===== src/rtl/encoder8to3.sv =====
// Sequential 8-to-3 encoder: latches request lines into a pending mask and
// offers one pending index per valid/ready handshake. Define ROUND_ROBIN_EN for rotating priority.
module encoder8to3 (
  input  logic       i_clk,
  input  logic       i_rst,
  input  logic [7:0] i_req,
  input  logic       i_ready,
  output logic       o_valid,
  output logic [2:0] o_addr,
  output logic [7:0] o_pending,
  output logic [3:0] o_count
);

  typedef enum logic {IDLE, OFFER} state_t;

  state_t     state_q, state_d;
  logic [7:0] pend_q, pend_d, clr;
  logic [3:0] cnt_q, cnt_d;
  logic       valid_q, valid_d;
  logic [2:0] addr_q, addr_d;
  logic       hs;
  logic [2:0] sel_cur, sel_next;

  function automatic logic [3:0] popcnt(input logic [7:0] m);
    popcnt = '0;
    for (int i = 0; i < 8; i++) popcnt = popcnt + 4'(m[i]);
  endfunction

`ifdef ROUND_ROBIN_EN
  logic [2:0] last_q, last_d;

  // Search starts just above the base index and wraps; base itself is checked last.
  function automatic logic [2:0] sel_rr(input logic [7:0] m, input logic [2:0] base);
    logic [2:0] idx;
    logic       found;
    sel_rr = '0;
    found  = 1'b0;
    for (int k = 1; k <= 8; k++) begin
      idx = base + 3'(k);
      if (!found && m[idx]) begin
        sel_rr = idx;
        found  = 1'b1;
      end
    end
  endfunction

  always_comb begin
    last_d   = hs ? addr_q : last_q;
    sel_cur  = sel_rr(pend_q, last_q);
    sel_next = sel_rr(pend_d, last_d);
  end

  always_ff @(posedge i_clk) begin
    if (i_rst) last_q <= 3'd7;
    else       last_q <= last_d;
  end
`else
  function automatic logic [2:0] sel_fix(input logic [7:0] m);
    sel_fix = '0;
    for (int i = 7; i >= 0; i--) if (m[i]) sel_fix = 3'(i);
  endfunction

  always_comb begin
    sel_cur  = sel_fix(pend_q);
    sel_next = sel_fix(pend_d);
  end
`endif

  // A re-request in the handshake cycle wins over the clear.
  always_comb begin
    hs     = valid_q & i_ready;
    clr    = hs ? (8'b1 << addr_q) : 8'b0;
    pend_d = (pend_q & ~clr) | i_req;
    cnt_d  = popcnt(pend_d);
  end

  always_comb begin
    state_d = state_q;
    valid_d = valid_q;
    addr_d  = addr_q;
    case (state_q)
      IDLE: begin
        if (pend_q != 8'b0) begin
          addr_d  = sel_cur;
          valid_d = 1'b1;
          state_d = OFFER;
        end
      end
      OFFER: begin
        if (i_ready) begin
          if (pend_d != 8'b0) begin
            addr_d = sel_next;
          end else begin
            valid_d = 1'b0;
            state_d = IDLE;
          end
        end
      end
      default: begin
        valid_d = 1'b0;
        state_d = IDLE;
      end
    endcase
  end

  always_ff @(posedge i_clk) begin
    if (i_rst) begin
      state_q <= IDLE;
      pend_q  <= '0;
      cnt_q   <= '0;
      valid_q <= 1'b0;
      addr_q  <= '0;
    end else begin
      state_q <= state_d;
      pend_q  <= pend_d;
      cnt_q   <= cnt_d;
      valid_q <= valid_d;
      addr_q  <= addr_d;
    end
  end

  assign o_valid   = valid_q;
  assign o_addr    = addr_q;
  assign o_pending = pend_q;
  assign o_count   = cnt_q;

endmodule


===== config.mk =====
export PLATFORM = sky130hd
export DESIGN_NAME = encoder8to3
export DESIGN_NICKNAME = d
export VERILOG_FILES = /design/src/rtl/encoder8to3.sv
export SDC_FILE = /design/constraint.sdc
export NUM_CORES = 1
export LEC_CHECK = 0
export CORE_MARGIN = 2
export CORE_UTILIZATION = 52
export DETAILED_ROUTE_END_ITERATION = 16
export GPL_TIMING_DRIVEN = 1
export HOLD_SLACK_MARGIN = 0.02
export PLACE_DENSITY = 0.91
export SLEW_MARGIN = 20
export SYNTH_ARGS = -nofsm -noshare
export SYNTH_HDL_FRONTEND = slang
export SYNTH_SLANG_ARGS = --single-unit

===== constraint.sdc =====
create_clock -name i_clk -period 5.65 [get_ports i_clk]
set_input_delay 0.565 -clock i_clk [delete_from_list [all_inputs] [get_ports i_clk]]
set_output_delay 0.565 -clock i_clk [all_outputs]
set_load 0.1 [all_outputs]

Word level (Yosys, flattened, before mapping)
Cells that the tools add are included.

word-level totals
  bits in registers = 17
  bits of input ports = 11
  word-level logic and storage cells = 55
  output and inout bits = 16

cells by class
  add/subtract/negate cells = 7
  bitwise logic cells = 5
  mux-type cells = 29
  eq/ne operators = 4
  reduce and logical (&&, ||, !) cells = 4
  shifts and indexed selects = 1

operators with widths
  kind                                                    count
  two-way mux 3 bit                                       19
  adder 4 x 1 -> 4 bit                                    4
  nonzero test 8 bit                                      2
  AND 8 bit                                               1
  two-way mux 8 bit                                       1
  NOT 8 bit                                               1
  bitwise OR 8 bit                                        1
  << shifter 1 x 3 -> 8 bit (first input constant)        1
  two-way mux 1 bit                                       6
  inequality test 2 bit (second input constant)           3
  one-hot mux 3 bit (2 select lines)                      1
  AND reduction 3 bit                                     2
  adder 3 x 1 -> 4 bit                                    1
  one-hot mux 1 bit (2 select lines)                      2
  adder 2 x 1 -> 3 bit                                    1
  adder 1 x 1 -> 2 bit                                    1
  inequality test 2 x 1 -> 1 bit (second input constant)  1
  AND 1 bit                                               1
  NOT 1 bit                                               1

Logic depth before layout (Yosys ltp)
  depth in word-level cells = 16
  depth in mapped cells = 12
  mapped depth without buffers = 12

Worst setup path after synthesis
OpenSTA, ideal clock, no wires.

  path type = register to register
  start point = reg valid_q, in the netlist o_valid
  end point = reg cnt_q[2], in the netlist o_count[2]
  arrival time = 4118 ps
  library setup time = 128 ps
  stages on the path, launching flop included = 13
  required time = 5522 ps
  setup slack = 1404 ps
  cell sequence = dfxtp_1 -> or2b_1 -> o41ai_1 -> nor2b_1 -> fa_1 -> inv_1 -> fa_1 -> fa_1 -> ha_1 -> inv_1 -> fa_1 -> xor2_1 -> nor2_1

on the way
  cells in the longest elaborated chain, start to end = 12

RTL lines
  element                            RTL line  text
  start: declaration                 19        logic valid_q, valid_d;
  start signal: assignment           117       valid_q <= valid_d;
  AND 1 bit *                        71        hs = valid_q & i_ready;
  two-way mux 8 bit *                72        clr = hs ? (8'b1 << addr_q) : 8'b0;
  NOT 8 bit *                        73        pend_d = (pend_q & ~clr) | i_req;
  AND 8 bit *                        73
  bitwise OR 8 bit *                 73
  adder 1 x 1 -> 2 bit               26        for (int i = 0; i < 8; i++) popcnt = popcnt + 4'(m[i]);
  adder 2 x 1 -> 3 bit               26
  adder 3 x 1 -> 4 bit               26
  adder 4 x 1 -> 4 bit (3 in a row)  26
  adder 4 x 1 -> 4 bit *             26
  end signal: assignment             116       cnt_q <= cnt_d;
  end: declaration                   18        logic [3:0] cnt_q, cnt_d;

Every way passes the cells marked *; elsewhere a longest branch is shown, timed or not.
A chain may end at the register's enable or synchronous reset.

Worst setup path in the final report
  start point = in i_ready
  end point = reg cnt_q[2], in the netlist o_count[2]

on the way
  cells in the longest elaborated chain, start to end = 12

RTL lines
  element                            RTL line  text
  start: declaration                 7         input logic i_ready,
  AND 1 bit *                        71
  two-way mux 8 bit *                72
  NOT 8 bit *                        73
  AND 8 bit *                        73
  bitwise OR 8 bit *                 73
  adder 1 x 1 -> 2 bit               26
  adder 2 x 1 -> 3 bit               26
  adder 3 x 1 -> 4 bit               26
  adder 4 x 1 -> 4 bit (3 in a row)  26
  adder 4 x 1 -> 4 bit *             26

Marks and branches as above.

==> run_summary.xml <==
<?xml version="1.0" encoding="UTF-8"?>
<metrics>
  <group name="run_status">
    <metric name="status" unit="">completed</metric>
  </group>
  <group name="sta">
    <metric name="final-setup-viol-count" unit="">0</metric>
    <metric name="worst_pin_slew" unit="ns">0.9737</metric>
    <metric name="slew_viol_final" unit="">0</metric>
    <metric name="finalHoldViolations" unit="">0</metric>
    <metric name="max_clock_freq" unit="MHz">236.9</metric>
    <metric name="finalHoldWorstSlack" unit="ns">0.6061</metric>
    <metric name="rsz_0062_raised_after_global_routing" unit="">no</metric>
    <metric name="period_minus_ws_final" unit="ns">4.221</metric>
    <metric name="min_period_over_period" unit="">0.7471</metric>
    <metric name="timing.setup.tns" unit="ns">0</metric>
    <metric name="worst_slack" unit="ns">1.429</metric>
    <metric name="finClkSkew" unit="ns">0.005594</metric>
    <metric name="slew-limit-headroom" unit="">0.3488</metric>
  </group>
  <group name="global_routing">
    <metric name="grt_use_total" unit="">0.2539</metric>
    <metric name="first_pass_grt_wire_length" unit="um">4885</metric>
    <metric name="antenna_found_initial" unit="">0</metric>
    <metric name="grt_pass1_vias" unit="">1045</metric>
    <metric name="grt_overflow" unit="">0</metric>
    <metric name="grt_start_max_net_pins" unit="">14</metric>
  </group>
  <group name="hold_path">
    <metric name="min_path_type" unit="">reg -&gt; reg</metric>
    <metric name="min_from" unit="">o_valid</metric>
  </group>
  <group name="clock_tree">
    <metric name="postCtsResizedCells" unit="">0</metric>
    <metric name="clock_latency" unit="ns">0.30</metric>
    <metric name="tritoncts.num_buffers" unit="">3</metric>
    <metric name="clock_tree_root" unit="">sky130_fd_sc_hd__clkbuf_4</metric>
    <metric name="clock_tree_from_tritoncts" unit="">done</metric>
    <metric name="cts.reportedPaths.clkPinSlew" unit="ns">0.10</metric>
    <metric name="cts_htree_levels" unit="">1</metric>
    <metric name="cts_setup_buffers" unit="">0</metric>
    <metric name="cts_buffer_depth" unit="">2</metric>
    <metric name="cts.sink_count" unit="">17</metric>
    <metric name="cts_hold_buf" unit="">0</metric>
  </group>
  <group name="synthesis">
    <metric name="mappedNetlistArea" unit="um2">1115</metric>
    <metric name="synth_enable_flop_cells" unit="">0</metric>
    <metric name="ys_dominant_reg_cell" unit="">sky130_fd_sc_hd__dfxtp_1</metric>
    <metric name="synth.yosys.seq_area_share" unit="">0.3053</metric>
    <metric name="synth_seq_cells" unit="">17</metric>
    <metric name="top_cell_types_by_occurrence_after_synthesis" unit="">20 x sky130_fd_sc_hd__nor2_1, 17 x sky130_fd_sc_hd__dfxtp_1, 13 x sky130_fd_sc_hd__inv_1, 8 x sky130_fd_sc_hd__a21oi_1</metric>
    <metric name="yosys.cell_count.top_type" unit="">sky130_fd_sc_hd__nor2_1</metric>
    <metric name="netlist-cell-type-count" unit="">41</metric>
    <metric name="synth_top_cells_by_area" unit="">sky130_fd_sc_hd__dfxtp_1 31%, sky130_fd_sc_hd__fa_1 7.2%, sky130_fd_sc_hd__nor2_1 6.7%</metric>
    <metric name="syn-num-nets" unit="">151</metric>
    <metric name="synthesized_instance_count" unit="">132</metric>
    <metric name="postSynth.asyncResetShare" unit="">0</metric>
    <metric name="synth.avg_cell_area" unit="um2">8.446</metric>
    <metric name="area_share_of_the_largest_cell_type_after_synthesis" unit="">0.3053</metric>
    <metric name="synth_largest_area_cell" unit="">sky130_fd_sc_hd__dfxtp_1</metric>
    <metric name="synth_warnings" unit="">0</metric>
  </group>
  <group name="placed_design">
    <metric name="placement_stage_cell_area" unit="um2">1385</metric>
    <metric name="place_inst" unit="">181</metric>
    <metric name="pre_cts_slack" unit="ns">1.220</metric>
    <metric name="port_buffers" unit="">26</metric>
    <metric name="dpl.hpwl" unit="um">2106</metric>
    <metric name="global_placement_routability_congestion" unit="">0.9592</metric>
  </group>
  <group name="power_and_ir_drop">
    <metric name="post-layout-total-power" unit="uW">463.1</metric>
    <metric name="power_frac_seq" unit="">0.327</metric>
    <metric name="proportion_of_total_power_due_to_net_switching" unit="">0.4955</metric>
    <metric name="power_switching" unit="uW">229.5</metric>
    <metric name="pwr-share-comb" unit="">0.525</metric>
    <metric name="pwr_density_cell" unit="nW/um2">328.2</metric>
    <metric name="power.leakage" unit="nW">0.5611</metric>
    <metric name="worst_ir_drop_vdd" unit="V">0.0003291</metric>
    <metric name="internal-power" unit="uW">233.7</metric>
    <metric name="clkPwrFrac" unit="">0.148</metric>
  </group>
  <group name="layout">
    <metric name="number_of_diodes" unit="">0</metric>
    <metric name="layout.cell_area.non_filler" unit="um2">1411</metric>
    <metric name="area.growth.synth_to_final" unit="%">26.60</metric>
    <metric name="final_layout_size_suffix_gt1_frac" unit="">0.05696</metric>
    <metric name="final_util" unit="">0.7050</metric>
    <metric name="post_layout_nonfiller_instances" unit="">185</metric>
    <metric name="design.final.nets" unit="">178</metric>
  </group>
  <group name="worst_setup_path">
    <metric name="critPathLaunchType" unit="">primary input</metric>
    <metric name="critPathMaxFanout" unit="">6</metric>
    <metric name="worst-endpoint-required" unit="ns">5.83</metric>
    <metric name="setup.worst_path.end_class" unit="">flip-flop</metric>
    <metric name="timing.critical_path.arrival" unit="ns">4.40</metric>
    <metric name="cp-startpoint" unit="">i_ready</metric>
    <metric name="worst-setup-path-type" unit="">in -&gt; reg</metric>
    <metric name="timing.rr.start" unit="">o_valid</metric>
    <metric name="reg2reg_slack" unit="ns">1.64</metric>
  </group>
  <group name="floorplanning">
    <metric name="die_area" unit="um2">2530</metric>
    <metric name="die_y" unit="um">50.30</metric>
    <metric name="boundaryPins" unit="">27</metric>
    <metric name="rows" unit="">16</metric>
    <metric name="fp.dieW" unit="um">50.30</metric>
    <metric name="core_area" unit="um2">2002</metric>
    <metric name="initial_utilization" unit="">0.5569</metric>
  </group>
  <group name="routing">
    <metric name="route.final.wire_length" unit="um">2829</metric>
    <metric name="postRouteAntennaNets" unit="">0</metric>
    <metric name="drtPass1Iterations" unit="">4</metric>
    <metric name="drt-vias-per-instance" unit="">5.876</metric>
    <metric name="post_drt_wl_per_cell" unit="um">15.29</metric>
    <metric name="drt_iter0_drc" unit="">37</metric>
    <metric name="drc" unit="">0</metric>
    <metric name="vias" unit="">1087</metric>
  </group>
  <group name="run">
    <metric name="cap_viol_max_count" unit="">0</metric>
  </group>
</metrics>
## power by group through the flow
stage	sequential (mW)	clock [mW]	combinational, mW
floorplan	0.266	0	0.0705
global placement	0.154	0	0.236
detailed placement	0.154	0	0.241
CTS	0.151	0.0689	0.243
global route	0.154	0.0746	0.261
finish	0.151	0.0685	0.243
## registers in the layout, summed over array words and instances, names as in the netlist
signal / cells
o_pending: 8
o_valid: 1
state_q: 1
o_count: 4
o_addr: 3
## path summary, 6_finish.rpt
| path | endpoint | depth (start not counted) |
|---|---|---|
| min reg2reg | o_valid | 2 |
| max reg2reg | o_count[2] | 12 |
| min | o_valid | 2 |
| max | o_count[2] | 13 |
## routing by layer
metal | wire (um) | global-route usage | vias to the layer above
li1 | - | - | 513
met1 | 1136 | 0.3371 | 509
met2 | 1419 | 0.4232 | 58
met3 | 225 | 0.03571 | 7
met4 | 47 | 0.08559 | 0
met5 | 0 | 0 | -
## cell families after synthesis
kind of cell               share of synthesized area
xor gates and xnor gates                    0.007858
adders and majority gates                     0.1167
AOI/OAI and AO/OA                             0.2447
and+or+nand+nor                               0.2604
buffers and inverters                        0.06510
DFF                                           0.3053
## layout by cell type (no fill, tap or decap), drive strengths merged, types with 4 or more instances in the layout
master / count
a21oi: 8
and2: 4
clkbuf: 4
clkdlybuf4s50: 26
dfxtp: 17
fa: 4
ha: 4
inv: 13
nand2: 7
nor2: 20
nor2b: 6
o21ai: 7
## cell type report
type | count | area [um2]
clock buffers | 4 | 26.28
flip-flops and latches | 17 | 340.3
inverters | 13 | 48.80
fillers | 163 | 590.6
well taps | 27 | 33.78
multi-input cells | 98 | 701.9
repair buffers | 26 | 260.3
## critical path: stages
cell                              delay [ns]
sky130_fd_sc_hd__clkdlybuf4s50_1        0.56
sky130_fd_sc_hd__inv_1                  0.08
sky130_fd_sc_hd__o41ai_1                0.37
sky130_fd_sc_hd__nor2b_1                0.45
sky130_fd_sc_hd__fa_1                   0.48
sky130_fd_sc_hd__inv_1                  0.10
sky130_fd_sc_hd__fa_1                   0.45
sky130_fd_sc_hd__fa_1                   0.55
sky130_fd_sc_hd__ha_1                   0.18
sky130_fd_sc_hd__inv_1                  0.06
sky130_fd_sc_hd__fa_1                   0.37
sky130_fd_sc_hd__xor2_1                 0.15
sky130_fd_sc_hd__nor2_1                 0.05
Power figures use the tool's default switching activity.
